$ cat config.mk
export PLATFORM = sky130hd
export DESIGN_NAME = muldiv_unit
export DESIGN_NICKNAME = d
export VERILOG_FILES = /design/src/rtl/muldiv_unit.sv
export SDC_FILE = /design/constraint.sdc
export NUM_CORES = 1
export LEC_CHECK = 0
export ABC_AREA = 1
export CORE_MARGIN = 3
export CORE_UTILIZATION = 25
export DETAILED_ROUTE_END_ITERATION = 10
export HOLD_SLACK_MARGIN = 0.03
export PLACE_DENSITY = 0.48
export SLEW_MARGIN = 20
export SYNTH_ARGS = -nofsm -noshare
export SYNTH_HDL_FRONTEND = slang
export SYNTH_SLANG_ARGS = --single-unit
$ cat constraint.sdc
create_clock -name clk -period 5.5 [get_ports clk]
set_input_delay 1.1 -clock clk [delete_from_list [all_inputs] [get_ports clk]]
set_output_delay 1.1 -clock clk [all_outputs]
set_load 0.05 [all_outputs]
$ cat src/rtl/muldiv_unit.sv
// Iterative multiply/divide unit with HI/LO result registers.
// One shift-add (multiply) or restoring shift-subtract (divide) step per cycle.
module muldiv_unit #(
  parameter int WIDTH = 32,
  parameter int CNT_W = 6
) (
  input  logic             clk,
  input  logic             reset,
  input  logic             start,
  input  logic [1:0]       op,
  input  logic [WIDTH-1:0] A,
  input  logic [WIDTH-1:0] B,
  input  logic             hi_we,
  input  logic             lo_we,
  input  logic [WIDTH-1:0] wdata,
  output logic             busy,
  output logic             done,
  output logic [WIDTH-1:0] hi,
  output logic [WIDTH-1:0] lo
);

  typedef enum logic {IDLE, RUN} state_t;

  localparam logic [CNT_W-1:0] LAST = CNT_W'(WIDTH - 1);

  function automatic logic [WIDTH-1:0] mag(input logic [WIDTH-1:0] x,
                                           input logic is_signed);
    logic signed [WIDTH-1:0] xs;
    xs = x;
    return (is_signed && (xs < 0)) ? WIDTH'(-xs) : x;
  endfunction

  function automatic logic [WIDTH-1:0] neg_w(input logic [WIDTH-1:0] x,
                                             input logic en);
    return en ? (~x + WIDTH'(1)) : x;
  endfunction

  function automatic logic [2*WIDTH-1:0] neg_2w(input logic [2*WIDTH-1:0] x,
                                                input logic en);
    return en ? (~x + (2*WIDTH)'(1)) : x;
  endfunction

  state_t           state_q, state_d;
  logic [CNT_W-1:0] cnt_q, cnt_d;
  logic [WIDTH-1:0] hi_q, hi_d;
  logic [WIDTH-1:0] lo_q, lo_d;
  logic             done_q, done_d;

  // acc_q: running product high half / partial remainder.
  // sh_q:  multiplier bits shifting out / dividend in, quotient out.
  // mb_q:  multiplicand or divisor magnitude.
  logic [WIDTH-1:0] acc_q, acc_d;
  logic [WIDTH-1:0] sh_q, sh_d;
  logic [WIDTH-1:0] mb_q, mb_d;
  logic             is_div_q, is_div_d;
  logic             negq_q, negq_d;
  logic             negr_q, negr_d;
  logic             dbz_q, dbz_d;

  logic [WIDTH:0]     mul_sum;
  logic [WIDTH:0]     rem_sh;
  logic [WIDTH:0]     rem_diff;
  logic [WIDTH-1:0]   acc_n, sh_n;
  logic [2*WIDTH-1:0] prod;
  logic [WIDTH-1:0]   res_hi, res_lo;

  always_comb begin
    mul_sum  = {1'b0, acc_q} + (sh_q[0] ? {1'b0, mb_q} : '0);
    rem_sh   = {acc_q, sh_q[WIDTH-1]};
    rem_diff = rem_sh - {1'b0, mb_q};
    if (is_div_q) begin
      // A clear borrow bit means the trial subtraction fits: keep it.
      if (!rem_diff[WIDTH]) begin
        acc_n = rem_diff[WIDTH-1:0];
        sh_n  = {sh_q[WIDTH-2:0], 1'b1};
      end else begin
        acc_n = {acc_q[WIDTH-2:0], sh_q[WIDTH-1]};
        sh_n  = {sh_q[WIDTH-2:0], 1'b0};
      end
    end else begin
      acc_n = mul_sum[WIDTH:1];
      sh_n  = {mul_sum[0], sh_q[WIDTH-1:1]};
    end

    prod = neg_2w({acc_n, sh_n}, negq_q);
    if (is_div_q) begin
      // Divide by zero leaves |A| as remainder, which the sign fix restores to A.
      res_lo = dbz_q ? '1 : neg_w(sh_n, negq_q);
      res_hi = neg_w(acc_n, negr_q);
    end else begin
      res_lo = prod[WIDTH-1:0];
      res_hi = prod[2*WIDTH-1:WIDTH];
    end
  end

  always_comb begin
    state_d  = state_q;
    cnt_d    = cnt_q;
    hi_d     = hi_q;
    lo_d     = lo_q;
    done_d   = 1'b0;
    acc_d    = acc_q;
    sh_d     = sh_q;
    mb_d     = mb_q;
    is_div_d = is_div_q;
    negq_d   = negq_q;
    negr_d   = negr_q;
    dbz_d    = dbz_q;

    case (state_q)
      IDLE: begin
        if (hi_we) hi_d = wdata;
        if (lo_we) lo_d = wdata;
        if (start) begin
          state_d  = RUN;
          cnt_d    = '0;
          is_div_d = op[1];
          acc_d    = '0;
          sh_d     = mag(A, op[0]);
          mb_d     = mag(B, op[0]);
          negq_d   = op[0] & (A[WIDTH-1] ^ B[WIDTH-1]);
          negr_d   = op[0] & A[WIDTH-1];
          dbz_d    = (B == '0);
        end
      end
      RUN: begin
        acc_d = acc_n;
        sh_d  = sh_n;
        cnt_d = cnt_q + CNT_W'(1);
        if (cnt_q == LAST) begin
          state_d = IDLE;
          cnt_d   = '0;
          hi_d    = res_hi;
          lo_d    = res_lo;
          done_d  = 1'b1;
        end
      end
      default: state_d = IDLE;
    endcase
  end

  always_ff @(posedge clk or posedge reset) begin
    if (reset) begin
      state_q <= IDLE;
      cnt_q   <= '0;
      hi_q    <= '0;
      lo_q    <= '0;
      done_q  <= 1'b0;
    end else begin
      state_q <= state_d;
      cnt_q   <= cnt_d;
      hi_q    <= hi_d;
      lo_q    <= lo_d;
      done_q  <= done_d;
    end
  end

  // Operand datapath: only meaningful while RUN, so it needs no reset.
  always_ff @(posedge clk) begin
    acc_q    <= acc_d;
    sh_q     <= sh_d;
    mb_q     <= mb_d;
    is_div_q <= is_div_d;
    negq_q   <= negq_d;
    negr_q   <= negr_d;
    dbz_q    <= dbz_d;
  end

  assign busy = (state_q == RUN);
  assign done = done_q;
  assign hi   = hi_q;
  assign lo   = lo_q;

endmodule

==> metrics.cfg <==
[sta]
clock-skew-final_ns = 0.0232
timing.fmax_mhz = 201
timing.slew.headroom_pct = 35.4
finalHoldViolCount = 0
worst_slack_ns = 0.524
slew_at_the_pin_with_the_worst_max_slew_slack_ns = 0.959
maxSlewViolCount = 0
setup_violations = 0
period_minus_slack_ns = 4.98
period_share_pct = 90.5
tns_ns = 0
grt_setup_unrepaired = false

[synth]
ys_dominant_reg_cell = sky130_fd_sc_hd__edfxtp_1
post_synth.cell_area_avg_um2 = 6.25
yosys.cell_count.top_type = sky130_fd_sc_hd__nand2_1
ys_types = 62
synth_commonest_cells = sky130_fd_sc_hd__nand2_1 (742), sky130_fd_sc_hd__inv_1 (387), sky130_fd_sc_hd__nor2_1 (382)
synth-seq-area-share_pct = 28.0
post_synth_instance_area_um2 = 17200
synth.top_cell.area_share_pct = 17.5
synth-edff-count = 100
syn_nets = 2923
netlist.top_cell.by_area = sky130_fd_sc_hd__edfxtp_1
syn_inst = 2749
synth_warnings = 0
largest_cells_by_area_after_synthesis = sky130_fd_sc_hd__edfxtp_1 (17%), sky130_fd_sc_hd__nand2_1 (16%), sky130_fd_sc_hd__dfrtp_1 (10%), sky130_fd_sc_hd__inv_1 (8.5%), sky130_fd_sc_hd__nor2_1 (8.3%)
async_flop_share_pct = 41.9
yosys_register_bits = 172

[grt]
globalRoute.totalOverflow = 0
grt_first_pass_wirelength_um = 105000
globalRouteTotalUtil_pct = 19.3
grt_pass1_vias = 17100
grt_start_max_net_pins = 111
grt_antenna_before_repair = 2

[clock_tree]
cts_tree = yes
quantity_of_hold_fixing_buffers_added_after_cts = 0
cts_post_setup_buffers_inserted = 0
number_of_buffers_on_the_longest_clock_path = 2
cts_sinks = 172
post_cts.resized_instances = 0
cts.reportedPaths.clkPinSlew_ns = 0.07
cts_made_buffers = 17
insertion_delay_ns = 0.50
cts_root_buf = sky130_fd_sc_hd__clkbuf_16
cts_max_level = 4

[setup_path]
critical_path.startpoint_type = register
cp_data_arrival_time_ns = 5.36
critical-path-top-cell-by-count = sky130_fd_sc_hd__nand2_1
critical_path_peak_fanout = 14
critical_path.n_buffers_inverters = 3
critical-path-max-stage-delay_ns = 0.41
startpoint = mb_q[0]
timing.critical_path.required_ns = 5.88
cp_slowest_cell = sky130_fd_sc_hd__edfxtp_1
worst-setup-path-type = reg -> reg
critPathCaptureType = register
crit_family = simple AND/OR/NAND/NOR gates
r2r_start = mb_q[0]

[finish]
antenna_cells_inserted = 0
layout.nets = 3051
syn2layout_area_growth_pct = 18.2
drive_gt1_share_pct = 6.33
fin_area_um2 = 20300
num-fill-cells = 7646

[route]
detail_route.wl_per_cell_um = 18.7
antenna_left = 0
count_of_tritonroute_iterations_in_the_first_routing_pass = 5
route.detailed.vias_per_inst = 4.78
postRouteWirelength_um = 70200
drc_errors = 0
routed-via-count = 18000
drt_first_iter_violations = 1418

[die]
fp.dieH_um = 268
rows = 95
design.core.area_um2 = 67600
die_w_um = 268
start_util_pct = 25.4
design.die.area_um2 = 71900
i_o_pin_count = 169

[flow_run]
max-cap-violations = 0

[placed_design]
dpl_cell_area_um2 = 19800
routabilityCongestion = 0.894
pre_cts_worst_setup_slack_ns = 0.665
detailedPlacementHpwl_um = 57700
portBuffers = 168

[pwr]
max_ir_drop_vdd_mv = 0.289
p_leak_uw = 0.00971
total_power_uw = 12500
cell_area_power_density_nw_per_um2 = 615

[worst_hold_path]
worstHoldStart = lo[12]
worstHoldPathType = reg -> reg

[status]
status = completed

worst paths after layout:
kind                       endpoint  slack, ns  cells after the start
max in group asynchronous      busy       3.45                      3
setup reg to reg             hi[24]       0.52                     32
hold / removal               lo[12]       0.49                      2
min in group asynchronous    hi[25]       1.01                      2
setup / recovery             hi[24]       0.52                     32
hold reg to reg              lo[12]       0.49                      2
cell usage in the layout (no fill, tap or decap), types with 53 or more instances in the layout:
cell                              Yosys  final
sky130_fd_sc_hd__nand2_1            742    742
sky130_fd_sc_hd__inv_1              387    385
sky130_fd_sc_hd__nor2_1             382    381
sky130_fd_sc_hd__nand3_1            220    220
sky130_fd_sc_hd__clkdlybuf4s50_1      0    168
sky130_fd_sc_hd__o21ai_0            159    159
sky130_fd_sc_hd__a21oi_1            130    130
sky130_fd_sc_hd__edfxtp_1           100    100
sky130_fd_sc_hd__dfrtp_1             72     71
sky130_fd_sc_hd__ha_1                69     69
sky130_fd_sc_hd__nor3_1              53     53
per-layer routing:
metal | up-vias | GRT usage (%) | routed length [µm]
li1 | 9100 | - | -
met3 | 45 | 2.60 | 3260
met1 | 8367 | 25.3 | 31300
met5 | - | 0 | 13
met2 | 458 | 33.6 | 34500
met4 | 2 | 4.55 | 1080
stage by stage:
stage / std cells / utilization [%] / hold WS [ns]
floorplan: 2749 / - / 0.488
global placement: 3731 / 29.2 / 0.469
detailed placement: 3731 / 29.2 / 0.470
finish: 3763 / 30.0 / 0.485
CTS: 3763 / 30.0 / 0.490
global route: 3763 / 30.0 / 0.512
sequential cells by signal (all words and copies together), names as in the netlist:
name / flops
done: 1
acc_q: 32
lo: 32
dbz_q: 1
cnt_q: 6
mb_q: 32
negr_q: 1
busy: 1
hi: 32
is_div_q: 1
negq_q: 1
sh_q: 32
tightest hold or removal path, stage by stage, from the launching register on:
cell and delay (ns):
sky130_fd_sc_hd__dfrtp_1 0.35, sky130_fd_sc_hd__nand2_1 0.05, sky130_fd_sc_hd__nand2_1 0.06
power breakdown:
| group | leakage (µW) | switching (µW) | internal [µW] | total, µW |
|---|---|---|---|---|
| registers | 0.00184 | 521 | 2030 | 2550 |
| logic | 0.00760 | 6090 | 2620 | 8700 |
| clock network | 0.000269 | 636 | 596 | 1230 |
| total | 0.00971 | 7240 | 5250 | 12500 |
final cells by class:
cell class / instances / area [µm²] / share of cell area, %
Clock buffer: 18 / 429 / 2.11
Clock inverter: 14 / 125 / 0.616
Sequential cell: 172 / 4810 / 23.7
Timing Repair Buffer: 186 / 1830 / 9.00
Inverter: 399 / 1500 / 7.38
Multi-Input combinational cell: 2101 / 10500 / 51.8
Tap cell: 873 / 1090 / 5.38
logic make-up (layout without fill, tap and decap cells):
kind of cell / count (synthesis) / count (layout) / synth area share (%)
buffers and inverters: 476 / 617 / 10.8
and+or+nand+nor: 1567 / 1567 / 39.5
DFF: 172 / 172 / 28.0
AOI/OAI and AO/OA: 380 / 380 / 12.1
adders and majority gates: 71 / 71 / 5.26
muxes: 2 / 2 / 0.138
xor gates and xnor gates: 81 / 81 / 4.13
Power figures use the tool's default switching activity.
